`src/rtl/mux4_rr_arbiter_pkg.sv`:
```
// Shared types and widths for the 4-way round-robin mux arbiter.
package mux4_rr_arbiter_pkg;

  typedef enum logic {
    IDLE  = 1'b0,
    GRANT = 1'b1
  } state_t;

  localparam int PTR_W   = 2;
  localparam int CNT_W   = 4;
  localparam int NUM_REQ = 4;

endpackage

```
`src/rtl/mux4_rr_pick.sv`:
```
// Combinational round-robin search: first set REQ bit starting at PTR, wrapping mod 4.
module mux4_rr_pick
  import mux4_rr_arbiter_pkg::*;
(
  input  logic [NUM_REQ-1:0] REQ,
  input  logic [PTR_W-1:0]   PTR,
  output logic               VALID,
  output logic [PTR_W-1:0]   IDX
);

  logic [NUM_REQ-1:0] rot;
  logic [PTR_W-1:0]   off;

  // rot[k] is the requester k positions after PTR in the search order
  for (genvar gi = 0; gi < NUM_REQ; gi++) begin : g_rot
    assign rot[gi] = REQ[PTR + PTR_W'(gi)];
  end

  always_comb begin
    off = '0;
    for (int i = NUM_REQ - 1; i >= 0; i--) begin
      if (rot[i]) off = PTR_W'(i);
    end
  end

  assign VALID = |rot;
  assign IDX   = PTR + off;

endmodule

```
`src/rtl/mux4_rr_arbiter.sv`:
```
// Round-robin arbiter driving a 4:1 mux select; grants are held up to HOLD_MAX cycles.
module mux4_rr_arbiter
  import mux4_rr_arbiter_pkg::*;
#(
  parameter int unsigned HOLD_MAX = 4
) (
  input  logic               CLK,
  input  logic               RN,
  input  logic [NUM_REQ-1:0] REQ,
  input  logic [NUM_REQ-1:0] LAST,
  output logic [NUM_REQ-1:0] GNT,
  output logic               S0,
  output logic               S1,
  output logic               BUSY
);

  state_t             state_reg, state_next;
  logic [PTR_W-1:0]   ptr_reg, ptr_next;
  logic [CNT_W-1:0]   cnt_reg, cnt_next;
  logic [NUM_REQ-1:0] gnt_reg, gnt_next;
  logic [PTR_W-1:0]   sel_reg, sel_next;
  logic               busy_reg, busy_next;

  logic [PTR_W-1:0]   pick_ptr;
  logic               pick_valid;
  logic [PTR_W-1:0]   pick_idx;
  logic               release_now;

  // While granting, the search only matters on release, where it starts just past the winner
  assign pick_ptr = (state_reg == GRANT) ? sel_reg + PTR_W'(1) : ptr_reg;

  mux4_rr_pick u_pick (
    .REQ   (REQ),
    .PTR   (pick_ptr),
    .VALID (pick_valid),
    .IDX   (pick_idx)
  );

  assign release_now = !REQ[sel_reg] || LAST[sel_reg] ||
                       (cnt_reg == CNT_W'(HOLD_MAX));

  always_comb begin
    state_next = state_reg;
    ptr_next   = ptr_reg;
    cnt_next   = cnt_reg;
    gnt_next   = gnt_reg;
    sel_next   = sel_reg;
    busy_next  = busy_reg;
    case (state_reg)
      IDLE: begin
        if (pick_valid) begin
          state_next = GRANT;
          gnt_next   = NUM_REQ'(1) << pick_idx;
          sel_next   = pick_idx;
          busy_next  = 1'b1;
          cnt_next   = CNT_W'(1);
        end
      end
      GRANT: begin
        if (release_now) begin
          ptr_next = sel_reg + PTR_W'(1);
          if (pick_valid) begin
            gnt_next = NUM_REQ'(1) << pick_idx;
            sel_next = pick_idx;
            cnt_next = CNT_W'(1);
          end else begin
            state_next = IDLE;
            gnt_next   = '0;
            busy_next  = 1'b0;
            cnt_next   = '0;
          end
        end else begin
          cnt_next = cnt_reg + CNT_W'(1);
        end
      end
      default: begin
        state_next = IDLE;
        gnt_next   = '0;
        busy_next  = 1'b0;
      end
    endcase
  end

  always_ff @(posedge CLK or negedge RN) begin
    if (!RN) begin
      state_reg <= IDLE;
      ptr_reg   <= '0;
      cnt_reg   <= '0;
      gnt_reg   <= '0;
      sel_reg   <= '0;
      busy_reg  <= 1'b0;
    end else begin
      state_reg <= state_next;
      ptr_reg   <= ptr_next;
      cnt_reg   <= cnt_next;
      gnt_reg   <= gnt_next;
      sel_reg   <= sel_next;
      busy_reg  <= busy_next;
    end
  end

  assign GNT  = gnt_reg;
  assign S0   = sel_reg[0];
  assign S1   = sel_reg[1];
  assign BUSY = busy_reg;

endmodule

```
`config.mk`:
```
export PLATFORM = sky130hd
export DESIGN_NAME = mux4_rr_arbiter
export DESIGN_NICKNAME = d
export VERILOG_FILES = /design/src/rtl/mux4_rr_arbiter_pkg.sv /design/src/rtl/mux4_rr_pick.sv /design/src/rtl/mux4_rr_arbiter.sv
export SDC_FILE = /design/constraint.sdc
export NUM_CORES = 1
export LEC_CHECK = 0
export CAP_MARGIN = 15
export CORE_UTILIZATION = 51
export CTS_CLUSTER_SIZE = 24
export DETAILED_ROUTE_END_ITERATION = 6
export PLACE_DENSITY_LB_ADDON = 0.2
export SETUP_SLACK_MARGIN = 0.02
export SLEW_MARGIN = 5
export SYNTH_ARGS = -nofsm -noshare
export SYNTH_HDL_FRONTEND = slang
export SYNTH_SLANG_ARGS = --single-unit
```
`constraint.sdc`:
```
create_clock -name CLK -period 2.5 [get_ports CLK]
set_input_delay 0.25 -clock CLK [delete_from_list [all_inputs] [get_ports CLK]]
set_output_delay 0.25 -clock CLK [all_outputs]
set_load 0.05 [all_outputs]
```
==> results.cfg <==
[finish]
final_common_cell = clkdlybuf4s50_1
fill_cells = 154
layout-drive-gt1-share_pct = 18.6
diodes = 0
area_growth_pct = 23.9
finalNetCount = 132
layout_common_cells = clkdlybuf4s50_1, dfrtp_1, nand2_1, o21ai_0

[timing]
period_share_pct = 92.5
timing.final.max_slew_violations = 0
rsz0062_at_grt = false
fin_hold_ws_ns = 0.357
setup_viol = 0
max_freq_mhz = 433
setup_tns_ns = 0
hold_viol = 0
relSlewSlack_pct = 58.1
tightestPinTransition_ns = 0.627
period_minus_slack_ns = 2.31
fin_worst_skew_ns = 0.00371

[cts]
cts_tree = yes
cts_buffers = 3
clk_latency_ns = 0.28
cts_sinks = 14
cts_resized = 0
clk_pin_slew_ns = 0.08
post-cts-setup-buffers = 0
clockRootBuffer = clkbuf_4
max-clock-path-buffers = 2
cts_max_level = 1
hold_buffers = 0

[critical_path]
arrival_ns = 2.49
crit_buf_inv = 0
critPathCaptureType = flip-flop
cp-start-kind = flip-flop
crit_chain = or3b_1 > a2111o_1 > o311a_1 > mux2_4 > xnor2_4 > o41ai_2
cp.required_ns = 2.68
cpMaxStageDelayCell = dfrtp_1
max_stage_delay_ns = 0.49
path_max_fanout = 10
critPathTopFamily = compound AO/OA/AOI/OAI gates
worstSetupPathType = reg -> reg
reg2reg_setup_slack_ns = 0.19

[route]
drtIter0Drc = 10
drc = 0
vias = 788
detail-route-antenna-nets = 0
first_pass_iters = 4
viasPerCell = 5.51
wl_per_cell_um = 13.9
routed_wl_um = 1990

[die]
rows = 15
dieArea_um2 = 2030
die_h_um = 45.1
ios = 17
core_um2 = 1730
initial_core_util_pct = 54.8
die_w_um = 45.1

[place]
io_buffers = 16
gp_congestion = 0.846
hpwl_um = 1480

[yosys]
yosysTopAreaCell = dfrtp_1
synth.distinct_cells = 41
ys_ff_latch = 14
synth_edf_count = 0
ys_top_cells_by_area = dfrtp_1, nand2_1, ha_1
synthDominantCellAreaShare_pct = 37.0
ys.flop_type = dfrtp_1
synth_sequential_area_ratio_pct = 37.0
syn_inst = 96
async_flop_share_pct = 100
synthesis.area_um2 = 946
avgSynthCellArea_um2 = 9.85
synth_fp_nets = 109
yosys_warnings = 0

[power_and_ir_drop]
powerDensity_nw_per_um2 = 1310
p_leak_uw = 0.000500
ir_worst_vdd_v = 0.000905

[grt]
antenna_found_initial = 0
grtUsageTotal_pct = 23.5
gr-total-overflow = 0
grt_pass1_wl_um = 3350
grt_start_max_net_pins = 15
grt_pass1_vias = 755

[job]
max-cap-violations = 0

[status]
status = finished, final reports clean

[min_path]
hold_path.class = in -> async
## metal layers
layer | vias up | part of all wire (%) | GRT usage, %
met1 | 382 | 48 | 32.6
li1 | 392 | - | -
met3 | 4 | 2.3 | 3.60
met4 | 0 | 1.2 | 9.09
met2 | 10 | 48 | 37.1
met5 | - | 0 | 0
## path summary, 6_finish.rpt
kind,endpoint,startpoint,depth (start not counted)
setup reg to reg,GNT[0],state_reg,6
hold / removal,GNT[0],RN,1
min in group CLK,GNT[1],GNT[1],2
setup / recovery,GNT[0],state_reg,6
hold reg to reg,GNT[1],GNT[1],2
max in group asynchronous,sel_reg[0],RN,1
## synth_stat cells, types with 2 or more instances
cell and number:
buf_6 2, dfrtp_1 14, a22o_1 3, nand3b_1 2, a21oi_1 3, mux2_2 3, ha_1 3, nor3b_1 3
o32ai_1 2, o21ai_0 7, or2b_2 2, nor2b_1 2, inv_1 5, nand2b_1 2, nand2_1 12, nor2_1 6
## cell families after synthesis
group / count (synthesis) / synth area share (%)
AOI/OAI and AO/OA: 26 / 21.0
and+or+nand+nor: 36 / 20.6
muxes: 5 / 6.22
buffers and inverters: 9 / 6.35
DFF: 14 / 37.0
adders and majority gates: 3 / 3.97
xor gates and xnor gates: 3 / 4.76
## power by group
part	switching (uW)	internal, uW	total [uW]
Sequential	63.8	318	382
Clock	71.0	61.9	133
Combinational	546	475	1020
Total	681	855	1540
## layout make-up
class	instances	area (um2)	share of cell area, %
clock buffers	4	26.3	2.24
inverters	5	18.8	1.60
multi-input cells	73	539	46.0
flip-flops and latches	14	352	30.0
well taps	25	31.3	2.67
repair buffers	22	205	17.5
## per-stage QoR
stage	power, uW	instances	worst slack, ns	util, %	area (um2)
finish	1540	143	0.188	67.9	1170
global route	1660	143	0.0899	67.9	1170
CTS	1550	143	0.177	67.9	1170
detailed placement	1410	139	0.125	66.4	1150
global placement	1380	139	0.201	66.4	1150
floorplan	1140	96	0.0287	-	951
## worst register-to-register path: stages, from the launching register on
cell and delay [ns]:
dfrtp_1 0.49, or3b_1 0.42, a2111o_1 0.43, o311a_1 0.13, mux2_4 0.29, xnor2_4 0.15, o41ai_2 0.29
Note: power is estimated with default switching activity, not from simulation.
